**config.mk**
```make
export PLATFORM = sky130hd
export DESIGN_NAME = falafel_req_arbiter
export DESIGN_NICKNAME = d
export VERILOG_FILES = /design/src/rtl/falafel_pkg.sv /design/src/rtl/falafel_rr_arbiter.sv /design/src/rtl/falafel_req_arbiter.sv
export SDC_FILE = /design/constraint.sdc
export NUM_CORES = 1
export LEC_CHECK = 0
export ABC_AREA = 1
export BUFFER_PORTS_ARGS = -buffer_cell sky130_fd_sc_hd__clkbuf_2
export CAP_MARGIN = 20
export CORE_ASPECT_RATIO = 2
export CORE_MARGIN = 3
export CORE_UTILIZATION = 40
export DETAILED_ROUTE_END_ITERATION = 10
export HOLD_SLACK_MARGIN = 0.06
export PLACE_DENSITY_LB_ADDON = 0.25
export SYNTH_ARGS = -nofsm -noshare
export SYNTH_HDL_FRONTEND = slang
export SYNTH_SLANG_ARGS = --single-unit
export TNS_END_PERCENT = 1
```
**constraint.sdc**
```tcl
create_clock -name clk_i -period 1.35 [get_ports clk_i]
set_input_delay 0.2025 -clock clk_i [delete_from_list [all_inputs] [get_ports clk_i]]
set_output_delay 0.2025 -clock clk_i [all_outputs]
set_load 0.1 [all_outputs]
```
**src/rtl/falafel_pkg.sv**
```systemverilog
// Shared types and constants for the falafel allocator request path.
package falafel_pkg;

  localparam int unsigned MSG_ID_SIZE = 4;
  localparam int unsigned DATA_W      = 32;

  // Upper bound on arbiter width, used only by elaboration checks.
  localparam int unsigned MAX_ARB_PORTS = 16;

  typedef struct packed {
    logic [MSG_ID_SIZE-1:0] qid;
    logic [DATA_W-1:0]      data;
  } alloc_entry_t;

endpackage

```
**src/rtl/falafel_rr_arbiter.sv**
```systemverilog
// Round-robin grant selection; owns the rotating priority pointer.
module falafel_rr_arbiter
  import falafel_pkg::*;
#(
  parameter int unsigned NUM_PORTS  = 2,
  parameter int unsigned PORT_IDX_W = $clog2(NUM_PORTS)
) (
  input  logic                  clk_i,
  input  logic                  rst_ni,
  input  logic [NUM_PORTS-1:0]  req,
  input  logic                  advance,
  output logic                  grant_valid,
  output logic [PORT_IDX_W-1:0] grant_idx
);

  logic [PORT_IDX_W-1:0] rr_ptr;

  always_comb begin
    int unsigned p;
    p           = 0;
    grant_valid = 1'b0;
    grant_idx   = '0;
    for (int unsigned i = 0; i < NUM_PORTS; i++) begin
      p = int'(rr_ptr) + i;
      if (p >= NUM_PORTS) p = p - NUM_PORTS;
      if (!grant_valid && req[p]) begin
        grant_valid = 1'b1;
        grant_idx   = PORT_IDX_W'(p);
      end
    end
  end

  // Pointer moves to the port after the winner, so it never exceeds NUM_PORTS-1.
  always_ff @(posedge clk_i or negedge rst_ni) begin
    if (!rst_ni) begin
      rr_ptr <= '0;
    end else if (advance) begin
      rr_ptr <= (grant_idx == PORT_IDX_W'(NUM_PORTS - 1)) ? '0 : grant_idx + 1'b1;
    end
  end

  if (NUM_PORTS < 2 || NUM_PORTS > MAX_ARB_PORTS) begin : g_bad_num_ports
    $error("falafel_rr_arbiter: NUM_PORTS out of range");
  end

  rr_ptr_in_range: assert property (@(posedge clk_i) disable iff (!rst_ni)
    int'(rr_ptr) < NUM_PORTS);

endmodule

```
**src/rtl/falafel_req_arbiter.sv**
```systemverilog
// Merges NUM_PORTS tagged request streams into one registered output stream.
module falafel_req_arbiter
  import falafel_pkg::*;
#(
  parameter int unsigned NUM_PORTS  = 2,
  parameter int unsigned PORT_IDX_W = $clog2(NUM_PORTS)
) (
  input  logic                                 clk_i,
  input  logic                                 rst_ni,
  input  logic         [NUM_PORTS-1:0]         req_val_i,
  output logic         [NUM_PORTS-1:0]         req_rdy_o,
  input  alloc_entry_t [NUM_PORTS-1:0]         req_data_i,
  output logic                                 out_val_o,
  input  logic                                 out_rdy_i,
  output alloc_entry_t                         out_data_o,
  output logic         [PORT_IDX_W-1:0]        out_port_o
);

  logic                  load_en;
  logic                  grant_valid;
  logic [PORT_IDX_W-1:0] grant_idx;
  logic                  advance;

  assign load_en = !out_val_o || out_rdy_i;
  // rst_ni gates the handshake so no request is acknowledged during reset.
  assign advance = load_en && grant_valid && rst_ni;

  falafel_rr_arbiter #(
    .NUM_PORTS (NUM_PORTS),
    .PORT_IDX_W(PORT_IDX_W)
  ) u_rr (
    .clk_i      (clk_i),
    .rst_ni     (rst_ni),
    .req        (req_val_i),
    .advance    (advance),
    .grant_valid(grant_valid),
    .grant_idx  (grant_idx)
  );

  always_comb begin
    req_rdy_o = '0;
    if (advance) req_rdy_o[grant_idx] = 1'b1;
  end

  always_ff @(posedge clk_i or negedge rst_ni) begin
    if (!rst_ni) begin
      out_val_o  <= 1'b0;
      out_data_o <= '0;
      out_port_o <= '0;
    end else if (advance) begin
      out_val_o  <= 1'b1;
      out_data_o <= req_data_i[grant_idx];
      out_port_o <= grant_idx;
    end else if (load_en) begin
      out_val_o  <= 1'b0;
    end
  end

  if (NUM_PORTS < 2 || NUM_PORTS > MAX_ARB_PORTS) begin : g_bad_num_ports
    $error("falafel_req_arbiter: NUM_PORTS out of range");
  end

  rdy_onehot0: assert property (@(posedge clk_i) $onehot0(req_rdy_o));

endmodule
```
# [Word level (Yosys, flattened, before mapping)]
# Cells that the tools add are included.
[word_totals] inputBits=77 word_cells=41 regBits=39
[op_classes] n_addsub=4 n_reduce_logical=8 order_cmp=6 n_mux=18
[ops] operator="$mux 36" n=2
[ops] operator="$lt 32x2->1 const B" n=2
[ops] operator="$mux 32" n=2
[ops] operator="$ge 32x2->1 const B" n=1
[ops] operator="$sub 32x2->32 const B" n=1
[ops] operator="$mux 1" n=12
[ops] operator="$logic_and 1x1->1" n=4
[ops] operator="$sub 1x2->3 const B" n=1
[ops] operator="$add 1x1->2 const B" n=1
[ops] operator="$ge 1x2->1 const B" n=1
[ops] operator="$logic_not 1->1" n=2
[ops] operator="$lt 1x2->1 const B" n=1
[ops] operator="$mux 2" n=1
[ops] operator="$reduce_bool 2->1" n=1
[ops] operator="$add 1x1->1 const B" n=1
[ops] operator="$demux 1 s1" n=1
[ops] operator="$ge 1x1->1 const B" n=1
[ops] operator="$logic_or 1x1->1" n=1

# [Logic depth before layout (Yosys ltp)]
[logic_depth] word_depth=13 mapped_depth=9

# [Hierarchy]
# From an unflattened synthesis, not the netlist that was laid out.
[hier_totals] cells_unflattened=290 area_unflattened_um2=2006.9
[by_module_without_submodules] mod="falafel_req_arbiter" instances=1 cells_each=281 area_per_inst_um2=1946.9
[by_module_without_submodules] mod="falafel_rr_arbiter" instances=1 cells_each=9 area_per_inst_um2=60.1

# [Worst setup path after synthesis]
# Ideal clock, no wire load.
[synth_path] kind="flip-flop to flip-flop" startpoint="reg out_val_o" endpoint="reg out_port_o" arrival_time_ns=2.556 required_ns=1.279 synth_period_minus_slack_ns=2.627 slack_ns=-1.277 setup_time_ns=0.071 stages_incl_launch_ff=6 cell_sequence="dfrtp_1 > nand2_1 > nand2_1 > nor2_1 > inv_1 > nand2_1"
[synth_between] elab_chain_len=4
[synth_rtl] item="start, declared" line="falafel_req_arbiter.sv:13" source="output logic out_val_o,"
[synth_rtl] item="start signal, assigned" line="falafel_req_arbiter.sv:47" source="out_val_o <= 1'b0;"
[synth_rtl] item="start signal, assigned" line="falafel_req_arbiter.sv:51" source="out_val_o <= 1'b1;"
[synth_rtl] item="start signal, assigned" line="falafel_req_arbiter.sv:55" source="out_val_o <= 1'b0;"
[synth_rtl] item="$logic_not 1->1" line="falafel_req_arbiter.sv:24" source="assign load_en = !out_val_o || out_rdy_i;"
[synth_rtl] item="$logic_or 1x1->1" line="falafel_req_arbiter.sv:24"
[synth_rtl] item="$logic_and 1x1->1 (2 in a row)" line="falafel_req_arbiter.sv:26" source="assign advance = load_en && grant_valid && rst_ni;"
[synth_rtl] item="end signal, assigned" line="falafel_req_arbiter.sv:53" source="out_port_o <= grant_idx;"
[synth_rtl] item="end, declared" line="falafel_req_arbiter.sv:16" source="output logic [PORT_IDX_W-1:0] out_port_o"
# Every way passes these cells.
# A chain may end at the register's enable or synchronous reset.

# [Worst setup path after layout]
[layout_path] startpoint="reg out_val_o" endpoint="out req_rdy_o[0]"
[layout_between] elab_chain_len=5
[layout_rtl] item="$logic_not 1->1" line="falafel_req_arbiter.sv:24"
[layout_rtl] item="$logic_or 1x1->1" line="falafel_req_arbiter.sv:24"
[layout_rtl] item="$logic_and 1x1->1 (2 in a row)" line="falafel_req_arbiter.sv:26"
[layout_rtl] item="$mux 2" line="falafel_req_arbiter.sv:42" source="if (advance) req_rdy_o[grant_idx] = 1'b1;"
[layout_rtl] item="end, declared" line="falafel_req_arbiter.sv:11" source="output logic [NUM_PORTS-1:0] req_rdy_o,"
# Every way passes these cells.

==> results <==
- In the routed design, unresolved DRC markers number 0.
- The synthesized area is 0.00205 sq mm.
- The detail route stage leaves a number of antenna-violating nets equal to 0.
- The aggregate global-route resource usage is 20.0%.
- The checks that failed: setup timing.
- The average via count per standard cell is 4.76.
- The run finished, with violations left.
- The count of H-tree levels built during CTS is 2.
- The fraction of layout cells with a size suffix above 1 is 35.0%.
- The post-synthesis instance total is 291.
- After floorplanning, the core was divided into 36 placement rows.
- In this run the critical register-to-register path is captured at out_data_o[15].
- The final setup slack of the worst path is -204 ps.
- The detailed router put a total of 2120 microns of wire on met1.
- Routability-driven placement finished with a final weighted congestion of 0.771.
- The top cell types in the final layout, fill and taps aside, are sky130_fd_sc_hd__nand2_1, sky130_fd_sc_hd__clkbuf_2, sky130_fd_sc_hd__buf_4, sky130_fd_sc_hd__dfrtp_1, sky130_fd_sc_hd__nand3_1.
- The port buffer count is 116.
- The final critical path time including I/O delays and setup is 1550 ps.
- The max-slew violation count was 0.
- Compared with the post-synthesis result, the final layout area differs by 44.1%.
- A synthesized cell averages 7.03 sq um.
- After synthesis, flip-flops and latches occupy 47.7% of the total area.
- The most common cell after layout, fill and taps aside is sky130_fd_sc_hd__nand2_1.
- The number of buffers created by CTS is 5.
- The critical path required time is 1150 ps.
- Summing all multi-input logic gate instances after layout gives 952 sq um.
- Entering global routing, the biggest net connects 37 pins.
- CTS placed an instance of sky130_fd_sc_hd__clkbuf_8 at the clock tree root.
- The final standard cell area without fillers is 0.00295 sq mm.
- In this run the critical register-to-register path is launched from u_rr.rr_ptr.
- The tightest hold path in the finished design has a slack of 73.4 ps.
- The die is 56.6 microns wide.
- Measured in cells, the most critical reg-to-reg path has a length of 8.
- The detailed placer's ending HPWL is 4540 microns.
- After detailed routing, the average wire length per cell comes to 12.8 microns.
- The placed standard-cell area is 0.00283 sq mm.
- Wires add up to 5930 microns.
- The post-CTS clock slew at the launch and capture registers of the worst setup and hold paths is 70 ps.
- Buffers added to address setup during post-CTS repair amount to 0.
- The count of distinct cell types in the synthesized netlist is 12.
- The part of the cycle the worst path needs is 115%.
- The core region is 0.00491 sq mm.
- The antenna diode count is 0.
- The cell leakage power is 1.80 nW.
- Setup repair after global routing could not meet its margin everywhere.
- The number of antenna violations at the first check in global routing was 0.
- The net count of the mapped netlist is 368.
- The number of global-route vias before repair is 2163.
- Of all nets on the critical path, the largest fanout is 3.
- The global-route wire length before repair is 9560 microns.
- The number of iterations in the first detailed-routing pass is 4.
- The highest routed metal layer is met4.
- The worst setup path is captured at an output pin.
- The leftover overflow at the end of global routing is 0.
- Counting every sink on the clock net gives 39.
- The post-synthesis sequential element count is 39.
- The worst hold path belongs to the class primary input to async pin.
- The arrival time reported for the critical path endpoint is 1350 ps.
- In the final design database the tool counted 484 nets.
- For this run, the number of Yosys warnings is 0.
- In this run, the number of DRC markers left after iteration 0 of detailed routing was 73.
- At the pin with the least slew margin, the transition time is 459 ps.
- For the final database, setup skew stands at 2.51 ps.
- The power density over cell area is 1750 mW/mm^2.
- The number of buffers on the longest clock path is 2.
- In the final layout, flip-flops and latches occupy 980 sq um.
- Max-cap violations in this run came to 0.
- The setup check on the worst reg-to-reg path leaves a slack of 110 ps.
- The largest vdd supply drop is 1.38 mV.
- The final setup violation count is 2.
- The count of final hold-check violations is 0.
- The length of routed met3 wiring is 295 microns.
- The worst pin sits at a relative slew slack of 69.4%.
- The top-level port count is 117.
- The maximum frequency from static timing analysis is 0.643 GHz.
- For this configuration, the core starts out at a cell density of 41.7%.
- The total number of vias is 2213.
- At the placement stage, the worst setup path has a slack of 45.8 ps.
- The filler cell count in the final layout is 484.
- The later pin in the worst-skew pair is clocked with a latency of 290 ps.
- The area of the die is 0.00606 sq mm.
- The worst setup path is of the flop to output pin kind.
- The met2 routed wirelength is 3430 microns.
- The floorplan step set the die height to 107 microns.
- STA classifies the critical path startpoint as a flop.
- TritonCTS built the clock tree.
[what timing repair did]
item / in CTS / in global routing
pin swaps: 1 / 1
hold buffers: 1 / 0
hold endpoints to repair: 3 / 0
gates resized for setup: 1 / 1
setup endpoints to repair: 2 / 4
[critical path, cell delays in order (launching register included)]
cell and delay (ps):
sky130_fd_sc_hd__dfrtp_4 490, sky130_fd_sc_hd__nand2_4 80, sky130_fd_sc_hd__nand2_4 60, sky130_fd_sc_hd__nor2_4 120, sky130_fd_sc_hd__nand2_4 60, sky130_fd_sc_hd__clkinvlp_4 80
sky130_fd_sc_hd__buf_12 160
[power by group]
part	internal, mW	switching, mW	total (mW)	leakage [nW]
registers	1.39	0.130	1.52	0.485
logic	0.601	2.17	2.77	1.27
clock network	0.466	0.393	0.859	0.0515
[kinds of logic after synthesis]
group	count (synthesis)	synth area share, %
and+or+nand+nor	228	44.6
buffers and inverters	23	7.52
AOI/OAI and AO/OA	1	0.244
DFF	39	47.7
[registers in the layout (all words and copies together) (netlist names)]
register / cells
u_rr.rr_ptr: 1
out_port_o: 1
out_data_o: 36
out_val_o: 1
[cells in the mapped netlist]
cell / n / area (sq um)
sky130_fd_sc_hd__buf_4: 5 / 37.5
sky130_fd_sc_hd__nand2_1: 186 / 698
sky130_fd_sc_hd__nor2_1: 2 / 7.51
sky130_fd_sc_hd__nand3b_1: 1 / 7.51
sky130_fd_sc_hd__nand2_2: 2 / 12.5
sky130_fd_sc_hd__o21ai_0: 1 / 5.00
sky130_fd_sc_hd__buf_2: 9 / 45.0
sky130_fd_sc_hd__nor2_2: 1 / 6.26
sky130_fd_sc_hd__dfrtp_1: 39 / 976
sky130_fd_sc_hd__buf_6: 5 / 56.3
sky130_fd_sc_hd__nand3_1: 36 / 180
sky130_fd_sc_hd__inv_1: 4 / 15.0
[per-layer routing]
metal,vias up,track usage (%)
li1,1122,-
met1,1020,19.8
met2,65,39.0
met3,6,4.58
met4,0,6.96
met5,-,0
[how the worst max path moves through the flow]
stage,end,startpoint,slack (ps)
2_1_floorplan,req_rdy_o[0],out_val_o,-270
3_3_place_gp,req_rdy_o[0],out_val_o,60
3_5_place_dp,req_rdy_o[0],out_val_o,50
4_1_cts,req_rdy_o[0],out_val_o,-230
5_1_grt,req_rdy_o[0],out_val_o,-280
6_report,req_rdy_o[0],out_val_o,-200
[stage by stage]
stage	utilization [%]	instances	power, mW	TNS [ps]
2_1_floorplan	-	291	3.63	-580
3_3_place_gp	57.6	456	4.29	0
3_5_place_dp	57.6	456	4.32	0
4_1_cts	60.0	465	5.20	-345
5_1_grt	60.1	465	5.38	-437
6_report	60.1	465	5.15	-293
[cell type report]
| cell class | instances | share of cell area (%) |
|---|---|---|
| Sequential cell | 39 | 33.2 |
| Multi-Input combinational cell | 229 | 32.3 |
| Timing Repair Buffer | 128 | 28.0 |
| Clock buffer | 8 | 3.39 |
| Tap cell | 57 | 2.42 |
| Inverter | 4 | 0.636 |
Note: power is estimated with default switching activity, not from simulation.
